### src/rtl/debounce_pkg.sv
// Shared switch timing constants for a 12 MHz core clock, with widths, plus a width-fit helper.
// Pure constants and a function: no latency, no flow control.
package debounce_pkg;
    localparam int DEBOUNCE_20MS   = 240000;
    localparam int DEBOUNCE_20MS_W = 18;
    localparam int REPEAT_500MS    = 6000000;
    localparam int REPEAT_500MS_W  = 23;
    localparam int REPEAT_100MS    = 1200000;
    localparam int REPEAT_100MS_W  = 21;

    // True when an unsigned counter of 'width' bits can represent 'value'.
    function automatic bit fits_width(input int width, input longint value);
        if (width >= 63) begin
            return 1'b1;
        end
        return (longint'(1) << width) > value;
    endfunction
endpackage

### src/rtl/debounce_channel.sv
// One switch: synchroniser, debounced level, press/release pulses and auto-repeat train.
// Latency SYNC_STAGES+DEBOUNCE_LIMIT cycles pin-to-level; free-running, no backpressure.
module debounce_channel #(
    parameter int SYNC_STAGES    = 2,
    parameter int DEBOUNCE_LIMIT = 240000,
    parameter int DEBOUNCE_SIZE  = 18,
    parameter int REPEAT_DELAY   = 6000000,
    parameter int REPEAT_PERIOD  = 1200000,
    parameter int REPEAT_SIZE    = 23
) (
    input  logic clk,
    input  logic resetn,
    input  logic switch_in,
    output logic switch_out,
    output logic rise,
    output logic fall,
    output logic auto_repeat
);
    localparam logic [DEBOUNCE_SIZE-1:0] CNT_LAST = DEBOUNCE_SIZE'(DEBOUNCE_LIMIT - 1);

    logic [SYNC_STAGES-1:0]   sync_q;
    logic [DEBOUNCE_SIZE-1:0] cnt;
    logic                     st;
    logic                     s;
    logic                     accept;

    assign s          = sync_q[SYNC_STAGES-1];
    assign accept     = (s != st) && (cnt == CNT_LAST);
    assign switch_out = st;

    always_ff @(posedge clk) begin
        if (!resetn) begin
            sync_q <= '0;
            cnt    <= '0;
            st     <= 1'b0;
            rise   <= 1'b0;
            fall   <= 1'b0;
        end else begin
            sync_q <= {sync_q[SYNC_STAGES-2:0], switch_in};
            rise   <= 1'b0;
            fall   <= 1'b0;
            if (s == st) begin
                cnt <= '0;
            end else if (accept) begin
                st   <= s;
                cnt  <= '0;
                rise <= s;
                fall <= !s;
            end else begin
                cnt <= cnt + 1'b1;
            end
        end
    end

    if (REPEAT_PERIOD != 0) begin : g_repeat
        localparam logic [REPEAT_SIZE-1:0] DELAY_LAST  = REPEAT_SIZE'(REPEAT_DELAY - 1);
        localparam logic [REPEAT_SIZE-1:0] PERIOD_LAST = REPEAT_SIZE'(REPEAT_PERIOD - 1);

        logic [REPEAT_SIZE-1:0] rc;
        logic                   first;
        logic                   pulse;

        // A release being accepted this edge pre-empts any repeat due on the same edge.
        always_ff @(posedge clk) begin
            if (!resetn) begin
                rc    <= '0;
                first <= 1'b0;
                pulse <= 1'b0;
            end else begin
                pulse <= 1'b0;
                if (accept && s) begin
                    rc    <= '0;
                    first <= 1'b1;
                end else if (!st || accept) begin
                    rc <= '0;
                end else if (rc == (first ? DELAY_LAST : PERIOD_LAST)) begin
                    pulse <= 1'b1;
                    rc    <= '0;
                    first <= 1'b0;
                end else begin
                    rc <= rc + 1'b1;
                end
            end
        end

        assign auto_repeat = pulse;
    end else begin : g_no_repeat
        assign auto_repeat = 1'b0;
    end
endmodule

### src/rtl/debounce_multi.sv
// Multi-channel switch debouncer with per-channel edge/repeat pulses and a combined event flag.
// Level/pulse latency SYNC_STAGES+DEBOUNCE_LIMIT, any_event one cycle later; no backpressure.
module debounce_multi
    import debounce_pkg::*;
#(
    parameter int CHANNELS       = 4,
    parameter int SYNC_STAGES    = 2,
    parameter int DEBOUNCE_LIMIT = DEBOUNCE_20MS,
    parameter int DEBOUNCE_SIZE  = DEBOUNCE_20MS_W,
    parameter int REPEAT_DELAY   = REPEAT_500MS,
    parameter int REPEAT_PERIOD  = REPEAT_100MS,
    parameter int REPEAT_SIZE    = REPEAT_500MS_W
) (
    input  logic                clk,
    input  logic                resetn,
    input  logic [CHANNELS-1:0] switch_in,
    output logic [CHANNELS-1:0] switch_out,
    output logic [CHANNELS-1:0] rise,
    output logic [CHANNELS-1:0] fall,
    output logic [CHANNELS-1:0] auto_repeat,
    output logic                any_event
);
    localparam int REPEAT_MAX = (REPEAT_DELAY > REPEAT_PERIOD) ? REPEAT_DELAY : REPEAT_PERIOD;

    if (DEBOUNCE_LIMIT < 1) begin : g_bad_limit
        $error("DEBOUNCE_LIMIT must be at least 1");
    end
    if (SYNC_STAGES < 2) begin : g_bad_sync
        $error("SYNC_STAGES must be at least 2");
    end
    if (!fits_width(DEBOUNCE_SIZE, longint'(DEBOUNCE_LIMIT))) begin : g_bad_dsize
        $error("DEBOUNCE_SIZE too small for DEBOUNCE_LIMIT");
    end
    if (REPEAT_PERIOD != 0 && (REPEAT_DELAY < 1 || !fits_width(REPEAT_SIZE, longint'(REPEAT_MAX)))) begin : g_bad_rsize
        $error("REPEAT_SIZE too small, or REPEAT_DELAY zero with auto-repeat enabled");
    end

    for (genvar i = 0; i < CHANNELS; i++) begin : g_ch
        debounce_channel #(
            .SYNC_STAGES   (SYNC_STAGES),
            .DEBOUNCE_LIMIT(DEBOUNCE_LIMIT),
            .DEBOUNCE_SIZE (DEBOUNCE_SIZE),
            .REPEAT_DELAY  (REPEAT_DELAY),
            .REPEAT_PERIOD (REPEAT_PERIOD),
            .REPEAT_SIZE   (REPEAT_SIZE)
        ) u_ch (
            .clk        (clk),
            .resetn     (resetn),
            .switch_in  (switch_in[i]),
            .switch_out (switch_out[i]),
            .rise       (rise[i]),
            .fall       (fall[i]),
            .auto_repeat(auto_repeat[i])
        );
    end

    always_ff @(posedge clk) begin
        if (!resetn) begin
            any_event <= 1'b0;
        end else begin
            any_event <= |{rise, fall, auto_repeat};
        end
    end
endmodule
### config.mk
export PLATFORM = sky130hd
export DESIGN_NAME = debounce_multi
export DESIGN_NICKNAME = d
export VERILOG_FILES = /design/src/rtl/debounce_pkg.sv /design/src/rtl/debounce_channel.sv /design/src/rtl/debounce_multi.sv
export SDC_FILE = /design/constraint.sdc
export NUM_CORES = 1
export LEC_CHECK = 0
export CELL_PAD_IN_SITES_DETAIL_PLACEMENT = 1
export CELL_PAD_IN_SITES_GLOBAL_PLACEMENT = 1
export CORE_UTILIZATION = 47
export CTS_CLUSTER_SIZE = 24
export DETAILED_ROUTE_END_ITERATION = 12
export PLACE_DENSITY_LB_ADDON = 0.3
export SLEW_MARGIN = 15
export SYNTH_ARGS = -nofsm -noshare
export SYNTH_HDL_FRONTEND = slang
export SYNTH_SLANG_ARGS = --single-unit
### constraint.sdc
create_clock -name clk -period 3 [get_ports clk]
set_clock_uncertainty 0.2 [all_clocks]
set_input_delay 0.45 -clock clk [delete_from_list [all_inputs] [get_ports clk]]
set_output_delay 0.45 -clock clk [all_outputs]
set_load 0.02 [all_outputs]
==> results.sh <==
export IMPL_outcome="completed"
export IMPL_num_rows=48
export IMPL_power_leakage_nw=2.85
export IMPL_fillCellCount=2044
export IMPL_core_sq_mm=0.0174
export IMPL_remaining_drc_errors=0
export IMPL_slew_viol_final=0
export IMPL_dr_pass1_iters=4
export IMPL_synth_ff_type="dfxtp_1"
export IMPL_ys_warn_count=0
export IMPL_dp_slack_ns=0.346
export IMPL_period_needed_ns=2.63
export IMPL_tightestPinTransition_ns=0.867
export IMPL_antenna_found_initial=0
export IMPL_synthDistinctLibCells=50
export IMPL_mostFrequentLayoutCells="nor2_1 (200), dfxtp_1 (193), xor2_1 (84), nand3_1 (72)"
export IMPL_finalSetupTns_ns=0
export IMPL_max_freq_ghz=0.381
export IMPL_cts_max_path_buffers=2
export IMPL_synth_edf_count=0
export IMPL_powerDensity_mw_per_mm2=521
export IMPL_cp_required_ns=3.11
export IMPL_track_usage_pct=21.0
export IMPL_ctsHoldBuffers=0
export IMPL_layout_nets=985
export IMPL_port_buffers=22
export IMPL_first_iter_violations=262
export IMPL_fin_util_pct=53.4
export IMPL_end_kind="register"
export IMPL_layout_commonest_cell="nor2_1"
export IMPL_grt_max_degree=24
export IMPL_drt_total_wl_um=17900
export IMPL_cts_tree="built"
export IMPL_fin_ws_ns=0.374
export IMPL_synth_area_per_cell_sq_um=8.71
export IMPL_endpoint="g_ch[2].u_ch.g_repeat.rc[5]$_SDFF_PP0_"
export IMPL_cts_root_buf="clkbuf_16"
export IMPL_grt_pass1_wl_um=31100
export IMPL_path_class="reg2reg"
export IMPL_ant_nets=0
export IMPL_diodes=0
export IMPL_min_from="g_ch[2].u_ch.sync_q[0]$_SDFF_PN0_"
export IMPL_hp_class="reg2reg"
export IMPL_syn_nets=975
export IMPL_setup_viol=0
export IMPL_ys_seq_area_share_pct=46.2
export IMPL_initial_utilization_pct=48.2
export IMPL_syn_inst=961
export IMPL_startpoint="g_ch[2].u_ch.cnt[12]$_SDFF_PP0_"
export IMPL_wire_per_inst_um=14.8
export IMPL_r2r_end="g_ch[2].u_ch.g_repeat.rc[5]$_SDFF_PP0_"
export IMPL_ir_worst_vdd_uv=390
export IMPL_grt_pass1_vias=6588
export IMPL_num_vias=6485
export IMPL_die_w_um=135
export IMPL_cap_viol_max_count=0
export IMPL_die_h_um=135
export IMPL_path_clk_slew_ns=0.07
export IMPL_rr_worst_depth=6
export IMPL_grt_overflow_total=0
export IMPL_gp_congestion=0.756
export IMPL_clk_latency_ns=0.43
export IMPL_cts_sinks=193
export IMPL_crit_fanout=23
export IMPL_htree_levels=4
export IMPL_cts_resized=0
export IMPL_drt_vias_per_instance=5.37
export IMPL_hold_viol_final=0
export IMPL_yosys_register_bits=193
export IMPL_post_cts_setup_buffers=0
export IMPL_drive_above_1_share_pct=4.88
export IMPL_syn_area_sq_mm=0.00837
export IMPL_hpwl_um=12400
export IMPL_synthArstFlopShare_pct=0
export IMPL_start_kind="register"
export IMPL_cp_arrival_ns=2.74
export IMPL_rr_startpoint="g_ch[2].u_ch.cnt[12]$_SDFF_PP0_"
export IMPL_r2r_slack_ns=0.37
export IMPL_fin_crit_sh_pct=87.5
export IMPL_cts_buffers=17
export IMPL_rsz0062_at_grt="false"
export IMPL_die_area_sq_mm=0.0183
export IMPL_p_total_mw=4.83
export IMPL_design_portCount=23
export IMPL_area_growth_pct=10.8
export IMPL_slew_headroom_pct=41.7
-- worst min-delay path by stage --
stage / to / slack (ns) / cells after the start
floorplan: g_ch[0].u_ch.sync_q[1]$_SDFF_PN0_ / 0.21 / 1
global placement: g_ch[1].u_ch.sync_q[1]$_SDFF_PN0_ / 0.22 / 1
detailed placement: g_ch[2].u_ch.sync_q[1]$_SDFF_PN0_ / 0.22 / 1
CTS: g_ch[2].u_ch.sync_q[1]$_SDFF_PN0_ / 0.24 / 1
global route: g_ch[0].u_ch.sync_q[1]$_SDFF_PN0_ / 0.26 / 1
finish: g_ch[2].u_ch.sync_q[1]$_SDFF_PN0_ / 0.23 / 1
-- where the power goes --
group	switching, mW	leakage (nW)	total, mW	internal (mW)
clock network	0.990	0.270	2.22	1.23
logic	0.0214	1.03	0.0378	0.0164
registers	0.00681	1.56	2.58	2.57
-- flip-flops by register name (all words and copies together), names as in the netlist --
name                      count
g_ch.u_ch.auto_repeat         4
g_ch.u_ch.rise                4
g_ch.u_ch.switch_out          4
g_ch.u_ch.sync_q              8
g_ch.u_ch.g_repeat.first      4
g_ch.u_ch.fall                4
g_ch.u_ch.cnt                72
g_ch.u_ch.g_repeat.rc        92
any_event                     1
-- synthesized netlist by cell type, types with 15 or more instances --
cell type,count,area (sq um)
xnor2_1,64,561
nor3_1,29,145
nand3_1,72,360
buf_4,17,128
xor2_1,84,736
and2_1,15,93.8
nor2_1,200,751
nor4_1,18,113
dfxtp_1,193,3860
nand2_1,64,240
inv_1,25,93.8
nand4_1,36,225
and4_1,17,149
clkbuf_1,18,67.6
-- cell families (layout without fill, tap and decap cells) --
logic type | after synthesis | in the layout | synth area share [%]
adder cells (fa/ha/maj) | 8 | 8 | 1.20
buffers and inverters | 68 | 90 | 4.16
XOR/XNOR | 148 | 148 | 15.5
AND/OR/NAND/NOR | 508 | 508 | 30.1
flip-flops | 193 | 193 | 46.2
AO/OA/AOI/OAI | 36 | 36 | 2.92
-- per-layer routing --
layer	up-vias	global-route usage, %	wire length [um]
met5	-	0	0
met1	3149	27.2	8690
li1	3258	-	-
met4	0	6.55	234
met3	21	4.41	418
met2	57	35.1	8580
-- through the flow --
step	area [sq um]	instances	hold WS, ns
after CTS	9280	1208	0.235
after global placement	8710	1177	0.218
after detailed placement	8710	1177	0.222
after floorplan	8370	961	0.212
final	9280	1208	0.230
after global routing	9280	1208	0.263
-- worst max-delay path: stages (launching register included) --
cell	delay, ns
dfxtp_1	0.34
or4_1	0.51
or4_1	0.63
nor3_1	0.34
or3b_1	0.16
buf_4	0.24
nor2_1	0.08
-- area by class of cell --
cell class                      count  area, sq um  area share, %
Multi-Input combinational cell    700         4160           44.8
Clock inverter                     12          136           1.47
Sequential cell                   193         3860           41.7
Tap cell                          225          282           3.03
Clock buffer                       19          433           4.67
Timing Repair Buffer               34          310           3.35
Inverter                           25         93.8           1.01
(Power assumes the default switching activity.)
